File: src/rtl/bemf_pkg.sv
// Shared constants for the back-EMF sampling scheduler: widths, FSM state codes
// and the ADC channel encoding.
package bemf_pkg;
  localparam int BEMF_W  = 36;
  localparam int ADC_W   = 10;
  localparam int NUM_MOT = 4;
  localparam int MOT_W   = 2;
  localparam int CHAN_W  = 4;

  localparam logic [2:0] S_IDLE    = 3'd0;
  localparam logic [2:0] S_SETTLE  = 3'd1;
  localparam logic [2:0] S_REQ_H   = 3'd2;
  localparam logic [2:0] S_WAIT_H  = 3'd3;
  localparam logic [2:0] S_REQ_L   = 3'd4;
  localparam logic [2:0] S_WAIT_L  = 3'd5;
  localparam logic [2:0] S_ISSUE   = 3'd6;
  localparam logic [2:0] S_WAIT_WB = 3'd7;

  localparam logic SIDE_H = 1'b0;
  localparam logic SIDE_L = 1'b1;

  function automatic logic [CHAN_W-1:0] chan_enc(input logic [MOT_W-1:0] mot, input logic side);
    return {1'b0, mot, side};
  endfunction
endpackage

File: src/rtl/bemf_regfile.sv
// Small per-motor register file: one write port, two async read ports, a
// per-entry synchronous clear (clear beats write) and the full contents.
module bemf_regfile
  import bemf_pkg::*;
#(
  parameter int W  = BEMF_W,
  parameter int N  = NUM_MOT,
  parameter int AW = $clog2(N)
) (
  input  logic                clk,
  input  logic                rst_n,
  input  logic                we,
  input  logic [AW-1:0]       waddr,
  input  logic [W-1:0]        wdata,
  input  logic [N-1:0]        clr,
  input  logic [AW-1:0]       raddr_a,
  output logic [W-1:0]        rdata_a,
  input  logic [AW-1:0]       raddr_b,
  output logic [W-1:0]        rdata_b,
  output logic [N-1:0][W-1:0] q
);
  always_ff @(posedge clk or negedge rst_n) begin
    if (!rst_n) begin
      q <= '0;
    end else begin
      for (int i = 0; i < N; i++) begin
        if (clr[i])                       q[i] <= '0;
        else if (we && waddr == AW'(i))   q[i] <= wdata;
      end
    end
  end

  assign rdata_a = q[raddr_a];
  assign rdata_b = q[raddr_b];
endmodule

File: src/rtl/bemf_scheduler.sv
// Round-robin back-EMF sampler for four motors: settle, sample high/low side,
// issue to the update stage and wait for its write-back.
// Optional feature: define BEMF_ACC_CLEAR_EN to add the acc_clear port.
module bemf_scheduler
  import bemf_pkg::*;
#(
  parameter int SETTLE_CYCLES = 16
) (
  input  logic                      clk,
  input  logic                      rst_n,
  input  logic                      enable,
  output logic                      adc_req,
  output logic [CHAN_W-1:0]         adc_chan,
  input  logic                      adc_ack,
  input  logic [ADC_W-1:0]          adc_data,
  output logic [ADC_W-1:0]          bemf_adc_h,
  output logic [ADC_W-1:0]          bemf_adc_l,
  output logic [MOT_W-1:0]          mot_sel,
  output logic                      out_valid,
  output logic [BEMF_W-1:0]         bemf_acc,
  output logic [BEMF_W-1:0]         bemf_calib,
  input  logic                      calib_wr,
  input  logic [MOT_W-1:0]          calib_sel,
  input  logic [BEMF_W-1:0]         calib_data,
  input  logic                      upd_valid,
  input  logic [MOT_W-1:0]          upd_sel,
  input  logic [BEMF_W-1:0]         upd_bemf,
`ifdef BEMF_ACC_CLEAR_EN
  input  logic [NUM_MOT-1:0]        acc_clear,
`endif
  output logic [NUM_MOT*BEMF_W-1:0] bemf_pos
);
  logic [2:0]                     state;
  logic [MOT_W-1:0]               motor;
  logic [7:0]                     cnt;
  logic [ADC_W-1:0]               h_cap;
  logic                           wb_discard;
  logic [NUM_MOT-1:0]             clr;
  logic                           wb_hit, acc_we, low_side;
  logic [BEMF_W-1:0]              acc_rd, cal_rd, acc_rd_unused, cal_rd_unused;
  logic [NUM_MOT-1:0][BEMF_W-1:0] acc_q, cal_q_unused;

`ifdef BEMF_ACC_CLEAR_EN
  assign clr = acc_clear;
`else
  assign clr = '0;
`endif

  assign wb_hit = (state == S_WAIT_WB) && upd_valid && (upd_sel == motor);
  // A clear seen while waiting poisons that motor's write-back, not just the current cycle.
  assign acc_we = upd_valid && !(wb_hit && wb_discard);

  bemf_regfile u_acc (
    .clk, .rst_n, .we(acc_we), .waddr(upd_sel), .wdata(upd_bemf), .clr,
    .raddr_a(motor), .rdata_a(acc_rd), .raddr_b(upd_sel), .rdata_b(acc_rd_unused),
    .q(acc_q)
  );

  bemf_regfile u_cal (
    .clk, .rst_n, .we(calib_wr), .waddr(calib_sel), .wdata(calib_data), .clr('0),
    .raddr_a(motor), .rdata_a(cal_rd), .raddr_b(calib_sel), .rdata_b(cal_rd_unused),
    .q(cal_q_unused)
  );

  assign bemf_pos = acc_q;
  assign low_side = (state == S_REQ_L) || (state == S_WAIT_L);
  assign adc_req  = (state == S_REQ_H) || (state == S_WAIT_H) || low_side;
  assign adc_chan = adc_req ? chan_enc(motor, low_side ? SIDE_L : SIDE_H) : '0;

  always_ff @(posedge clk or negedge rst_n) begin
    if (!rst_n) begin
      state      <= S_IDLE;
      motor      <= '0;
      cnt        <= '0;
      h_cap      <= '0;
      wb_discard <= 1'b0;
      out_valid  <= 1'b0;
      mot_sel    <= '0;
      bemf_adc_h <= '0;
      bemf_adc_l <= '0;
      bemf_acc   <= '0;
      bemf_calib <= '0;
    end else begin
      out_valid  <= 1'b0;
      wb_discard <= (state == S_WAIT_WB) && !wb_hit && (wb_discard || clr[motor]);
      case (state)
        S_IDLE: if (enable) begin
          state <= S_SETTLE;
          cnt   <= 8'(SETTLE_CYCLES);
        end
        // Counter hits zero as REQ_H is entered: SETTLE occupies SETTLE_CYCLES cycles.
        S_SETTLE: if (cnt <= 8'd1) begin
          cnt   <= '0;
          state <= S_REQ_H;
        end else begin
          cnt <= cnt - 8'd1;
        end
        S_REQ_H:  state <= S_WAIT_H;
        S_WAIT_H: if (adc_ack) begin
          h_cap <= adc_data;
          state <= S_REQ_L;
        end
        S_REQ_L:  state <= S_WAIT_L;
        S_WAIT_L: if (adc_ack) begin
          state      <= S_ISSUE;
          out_valid  <= 1'b1;
          mot_sel    <= motor;
          bemf_adc_h <= h_cap;
          bemf_adc_l <= adc_data;
          bemf_acc   <= acc_rd;
          bemf_calib <= cal_rd;
        end
        S_ISSUE:  state <= S_WAIT_WB;
        S_WAIT_WB: if (wb_hit) begin
          motor <= motor + 2'd1;
          if (enable) begin
            state <= S_SETTLE;
            cnt   <= 8'(SETTLE_CYCLES);
          end else begin
            state <= S_IDLE;
          end
        end
        default: state <= S_IDLE;
      endcase
    end
  end
endmodule

File: config.mk
export PLATFORM = sky130hd
export DESIGN_NAME = bemf_scheduler
export DESIGN_NICKNAME = d
export VERILOG_FILES = /design/src/rtl/bemf_pkg.sv /design/src/rtl/bemf_regfile.sv /design/src/rtl/bemf_scheduler.sv
export SDC_FILE = /design/constraint.sdc
export NUM_CORES = 1
export LEC_CHECK = 0
export ABC_CLOCK_PERIOD_IN_PS = 5100
export BUFFER_PORTS_ARGS = -buffer_cell sky130_fd_sc_hd__buf_2
export CAP_MARGIN = 0
export CORE_ASPECT_RATIO = 0.7
export CORE_MARGIN = 5
export CORE_UTILIZATION = 35
export DETAILED_ROUTE_END_ITERATION = 7
export PLACE_DENSITY = 0.58
export SYNTH_ARGS = -nofsm -noshare
export SYNTH_HDL_FRONTEND = slang
export SYNTH_HIERARCHICAL = 1
export SYNTH_SLANG_ARGS = --single-unit
File: constraint.sdc
create_clock -name clk -period 5.1 [get_ports clk]
set_input_delay 0.255 -clock clk [delete_from_list [all_inputs] [get_ports clk]]
set_output_delay 0.255 -clock clk [all_outputs]
set_load 0.005 [all_outputs]
==> results of run 1 <==
-- worst max-delay path, cell delays in order (launching register included) --
cell and delay, ns:
dfrtp_4 0.88, xnor2_1 0.22, nand3_1 0.20, o21a_1 0.17, nor3b_4 0.50, buf_4 0.67
mux2i_1 0.29
-- worst max path at each step --
stage	startpoint	end	cells past startpoint
6_report	motor[1]	u_acc/q[11]	6
5_1_grt	motor[0]	adc_chan[1]	4
4_1_cts	motor[0]	adc_chan[1]	4
3_5_place_dp	motor[0]	bemf_calib[35]	4
3_3_place_gp	motor[0]	bemf_calib[35]	4
2_1_floorplan	state[0]	u_acc/q[0]	9
-- final cells by class --
| cell class | count | area share, % |
|---|---|---|
| Clock buffer | 70 | 5.549 |
| Clock inverter | 9 | 0.5210 |
| Inverter | 7 | 0.1130 |
| Multi-Input combinational cell | 1134 | 39.33 |
| Sequential cell | 407 | 40.04 |
| Tap cell | 808 | 3.971 |
| Timing Repair Buffer | 434 | 10.48 |
-- power groups by stage --
stage,sequential (mW),clock [mW],combinational [mW]
6_report,4.04,3.41,2.32
4_1_cts,4.05,3.53,2.34
3_5_place_dp,4.10,0,2.28
2_1_floorplan,4.01,0,1.51
3_3_place_gp,4.07,0,2.23
5_1_grt,4.10,3.66,2.54
-- per-stage QoR --
stage,hold slack [ns],instances
2_1_floorplan,-0.04059,1674
3_3_place_gp,0.3056,2706
3_5_place_dp,0.3086,2706
4_1_cts,0.06097,2869
5_1_grt,0.09565,2869
6_report,0.1120,2869
-- cells in the final DEF, fill, tap and decap left out, types with 4 or more instances in the layout --
cell type      count
mux4_2            60
clkbuf_8          15
buf_2            333
and3b_2            4
nand2b_1         581
mux2i_1          289
dfrtp_1          405
nor3_1             4
nor2_1             7
conb_1             9
mux2_2           106
buf_4             14
ha_1               6
dlygate4sd3_1     84
clkbuf_1           8
inv_1              6
clkbuf_16         47
mux4_1            12
nand2_1            5
-- registers in the layout, indices dropped and copies added, names as in the netlist --
name and flops:
bemf_acc 36, bemf_adc_h 10, bemf_adc_l 10, bemf_calib 36
cnt 8, h_cap 10, mot_sel 2, motor 2
out_valid 1, state 3, u_acc/q 144, u_cal/q 144
wb_discard 1
-- repair_timing --
item | CTS | global route
hold buffers | 84 | 0
endpoints found under the hold margin | 388 | 0
buffers inserted | 0 | 0
resized for setup | 0 | 0
-- metal layers --
metal	vias to the layer above	GRT usage [%]	share of wire, %
met1	7266	25.07	46
met5	-	0	0
met4	0	5.229	2.6
li1	6384	-	-
met2	281	28.99	47
met3	101	3.390	4.4
==> flow_metrics.env, run 1 <==
export IMPL_period_needed_ns=3.072
export IMPL_die_area_um2=65120
export IMPL_initial_core_util_pct=35.21
export IMPL_crit_fanout=41
export IMPL_hp_start="upd_sel[1]"
export IMPL_setup_slack_ns=2.028
export IMPL_fillers=5573
export IMPL_cts_buffers=45
export IMPL_grt_pass1_wl_mm=93.32
export IMPL_detail_route_antenna_nets=0
export IMPL_power_switching_mw=2.849
export IMPL_nets=2127
export IMPL_routed_wirelength_mm=58.86
export IMPL_power_density_nw_per_um2=383.7
export IMPL_cap_violations=0
export IMPL_finalSetupViolCount=0
export IMPL_crit_arrival_ns=3.55
export IMPL_grt_pass1_vias=15355
export IMPL_area_growth_pct=21.13
export IMPL_track_usage_pct=18.05
export IMPL_firstDrtPassIters=4
export IMPL_period_share_pct=60.24
export IMPL_comb_power_share_pct=23.7
export IMPL_tritoncts="done"
export IMPL_min_to="u_acc/q[3]"
export IMPL_drtIter0Drc=694
export IMPL_final_max_slew_viol_count=0
export IMPL_final_setup_tns_ns=0
export IMPL_sw_frac_of_total_pct=29.17
export IMPL_grt_overflow_total=0
export IMPL_htreeDepth=2
export IMPL_rr_endpoint="u_acc/q[11]"
export IMPL_p_leak_nw=11.59
export IMPL_relSlewSlack_pct=41.79
export IMPL_final_seq_area_um2=10190
export IMPL_min_path_type="in2reg"
export IMPL_fmax_mhz=325.5
export IMPL_hold_depth=3
export IMPL_crit_type="reg2reg"
export IMPL_design_area_um2=25460
export IMPL_port_buffers=334
export IMPL_finalHoldViolations=0
export IMPL_required_ns=5.57
export IMPL_via_per_inst=4.891
export IMPL_worst_pin_slew_ns=0.8732
export IMPL_rows=75
export IMPL_avgSynthCellArea_um2=12.61
export IMPL_crit_path_end_kind="register"
export IMPL_grt_antenna_before_repair=0
export IMPL_num_io_pins=336
export IMPL_die_y_um=215.0
export IMPL_clk_latency_ns=0.56
export IMPL_post_place_ws_ns=2.061
export IMPL_total_power_mw=9.767
export IMPL_startpoint_type="register"
export IMPL_final_util_pct=42.65
export IMPL_internal_power_mw=6.919
export IMPL_fin_worst_skew_ns=0.01334
export IMPL_vias=14032
export IMPL_placeableCoreArea_um2=59680
export IMPL_grt_max_degree=148
export IMPL_status="finished, final reports clean"
export IMPL_multi_input_area_um2=10010
export IMPL_rrSetupSlack_ns=2.03
export IMPL_die_w_um=302.9
export IMPL_p_seq_share_pct=41.4
export IMPL_path_clk_slew_ns=0.06
export IMPL_drive_gt1_share_pct=29.40
export IMPL_cts_sinks=407
export IMPL_vdd_ir_drop_max_mv=0.1856
export IMPL_root_buffer="clkbuf_16"
export IMPL_synthCells=1666
export IMPL_antennaDiodeCount=0
export IMPL_wire_per_inst_um=20.51
export IMPL_max_clock_path_buffers=3
export IMPL_synthesis_area_um2=21020
export IMPL_dp_hpwl_mm=37.80
export IMPL_rsz0062_at_grt="false"
export IMPL_gp_congestion=0.7797
export IMPL_synth_warnings=6
export IMPL_drc=0
export IMPL_placed_cell_area_um2=23070
export IMPL_rr_startpoint="motor[1]"
export IMPL_ff2ff_path_depth=6
export IMPL_power_frac_clock_pct=34.9
Note: power is estimated with default switching activity, not from simulation.
==> inputs of run 2 (changes only) <==
--- a/config.mk
+++ b/config.mk
@@ -5,7 +5,8 @@
 export SDC_FILE = /design/constraint.sdc
 export NUM_CORES = 1
 export LEC_CHECK = 0
-export ABC_CLOCK_PERIOD_IN_PS = 5100
+export ABC_AREA = 1
+export ABC_CLOCK_PERIOD_IN_PS = 3200
 export BUFFER_PORTS_ARGS = -buffer_cell sky130_fd_sc_hd__buf_2
 export CAP_MARGIN = 0
 export CORE_ASPECT_RATIO = 0.7
==> constraint.sdc (replaced) <==
create_clock -name clk -period 3.2 [get_ports clk]
set_input_delay 0.16 -clock clk [delete_from_list [all_inputs] [get_ports clk]]
set_output_delay 0.16 -clock clk [all_outputs]
set_load 0.005 [all_outputs]
==> run 2 against run 1 <==
- register-to-register slack worse by 1.6 ns
- synthesized area is 0.93% lower
- wire length is 21% higher
- count of clock-buffer cells in the layout is 3 lower
- sequential cell count stayed put
- largest cell class unchanged
- sequential power is 61% higher
- worst hold slack worse by 0.025 ns
- largest power group unchanged
- clock skew is 0.023 ns higher
- global-route usage is 3.5 points higher
- sequential share of layout area hardly changed
- combinational power is 140% higher
==> flow_metrics.env, run 2 <==
export IMPL_cp_top_family="simple AND/OR/NAND/NOR gates"
export IMPL_layout_cells_non_filler=4030
export IMPL_rsz0062_at_grt="false"
export IMPL_fin_worst_skew_ns=0.03652
export IMPL_vias=19558
export IMPL_grt_overflow_total=0
export IMPL_final_max_slew_viol_count=0
export IMPL_grt_max_degree=146
export IMPL_tritoncts="done"
export IMPL_rrSetupSlack_ns=0.43
export IMPL_cap_violations=0
export IMPL_crit_path_end_kind="register"
export IMPL_max_clock_path_buffers=3
export IMPL_placeableCoreArea_um2=58610
export IMPL_m1WireLength_mm=33.10
export IMPL_wire_per_inst_um=17.67
export IMPL_grt_pass1_wl_mm=111.7
export IMPL_nets=3293
export IMPL_synthCells=2855
export IMPL_min_to="bemf_acc[34]"
export IMPL_rows=74
export IMPL_top_regs="u_acc/q (144), u_cal/q (144)"
export IMPL_die_y_um=214.1
export IMPL_drive_gt1_share_pct=15.17
export IMPL_die_area_um2=64540
export IMPL_cts_buffers=46
export IMPL_root_buffer="clkbuf_16"
export IMPL_synthesis_area_um2=20820
export IMPL_initial_core_util_pct=35.52
export IMPL_startpoint_type="register"
export IMPL_firstDrtPassIters=6
export IMPL_clk_latency_ns=0.59
export IMPL_cts_sinks=407
export IMPL_worst_pin_slew_ns=1.113
export IMPL_area_growth_pct=22.22
export IMPL_detail_route_antenna_nets=0
export IMPL_required_ns=3.66
export IMPL_status="finished, final reports clean"
export IMPL_crit_type="reg2reg"
export IMPL_grt_pass1_vias=18599
export IMPL_finalSetupViolCount=0
export IMPL_relSlewSlack_pct=25.65
export IMPL_mostFrequentLayoutCell="nand2_1"
export IMPL_cpPeakStageDelay_ns=0.90
export IMPL_crit_arrival_ns=3.23
export IMPL_p_leak_nw=14.70
export IMPL_cts_resized=0
export IMPL_top_layer="met5"
export IMPL_htreeDepth=2
export IMPL_track_usage_pct=21.51
export IMPL_routed_wirelength_mm=71.23
export IMPL_post_place_ws_ns=0.5236
export IMPL_drc=0
export IMPL_port_buffers=334
export IMPL_finalHoldViolations=0
export IMPL_post_cts_buffers=0
export IMPL_total_power_mw=17.65
export IMPL_met3_wirelength_mm=6.243
export IMPL_rr_startpoint="state[0]"
export IMPL_gp_congestion=0.8449
export IMPL_hp_start="adc_ack"
export IMPL_via_per_inst=4.853
export IMPL_dpl_cell_count=3862
export IMPL_path_clk_slew_ns=0.06
export IMPL_rr_endpoint="u_acc/q[101]"
export IMPL_final_setup_tns_ns=0
export IMPL_num_io_pins=336
export IMPL_period_needed_ns=2.773
export IMPL_die_w_um=301.5
export IMPL_min_path_type="in2reg"
export IMPL_setup_slack_ns=0.4275
export IMPL_whs_ns=0.08703
export IMPL_grt_antenna_before_repair=3
export IMPL_slowest_stage="nand3_2"
export IMPL_ff2ff_path_depth=9
export IMPL_crit_buf_inv=0
export IMPL_worstPathCellList="ha_1, nand2_1, nor2_2, nand3_2, nor2_1, nor2_4, nand3_2, nand3_1, nand2_1"
export IMPL_synth_warnings=6
export IMPL_vdd_ir_drop_max_mv=0.4271
export IMPL_hold_buffers=83
export IMPL_avgSynthCellArea_um2=7.292
export IMPL_crit_fanout=36
export IMPL_wl_met2_mm=30.16
export IMPL_final_cell_mix="nand2_1, nand3_1, dfrtp_1"
export IMPL_fmax_mhz=360.7
export IMPL_power_density_nw_per_um2=693.7
export IMPL_fillers=6039
export IMPL_period_share_pct=86.64
export IMPL_dp_hpwl_mm=44.19
export IMPL_drtIter0Drc=1792
export IMPL_hold_depth=5
## run 2: per-stage QoR
step           area, µm²  utilization, %
6_report           25440           43.41
4_1_cts            25440           43.41
3_5_place_dp       23010           39.26
2_1_floorplan      20860               -
5_1_grt            25440           43.41
3_3_place_gp       23010           39.26
## run 2: area by class of cell
class	instances	area [µm²]	area share, %
Antenna cell	1	2.502	0.009835
Timing Repair Buffer	459	2940	11.56
Sequential cell	407	10190	40.06
Clock buffer	67	1381	5.429
Clock inverter	17	219.0	0.8605
Inverter	415	1560	6.132
Tap cell	798	998.5	3.924
Multi-Input combinational cell	1866	8150	32.03
## run 2: where the power goes
group / internal [mW] / total (mW) / leakage, nW / switching, mW
clock network: 3.26 / 5.56 / 0.786 / 2.30
registers: 6.00 / 6.50 / 5.45 / 0.508
logic: 1.93 / 5.59 / 8.47 / 3.66
total: 11.2 / 17.7 / 14.7 / 6.47
## run 2: worst reg2reg max path, cell delays in order (launching register included)
cell and delay (ns):
dfrtp_1 0.41, ha_1 0.27, nand2_1 0.12, nor2_2 0.05
nand3_2 0.12, nor2_1 0.08, nor2_4 0.30, nand3_2 0.90
nand3_1 0.34, nand2_1 0.09
## run 2: worst max path at each step
stage              from            to  slack [ns]  cells past startpoint
6_report       state[0]  u_acc/q[101]        0.43                      9
5_1_grt        state[0]   u_acc/q[84]        0.28                      9
4_1_cts        state[0]  u_acc/q[101]        0.52                      9
3_5_place_dp   state[0]  u_acc/q[101]        0.52                      9
3_3_place_gp   state[0]   u_acc/q[85]        0.57                      9
2_1_floorplan  state[0]    u_acc/q[0]        1.41                     12
## run 2: routing by layer
metal  vias to the layer above  track usage, %
met5                         -               0
met4                         2           5.608
met3                       106           4.646
li1                       9473               -
met2                       790           31.80
met1                      9187           32.01
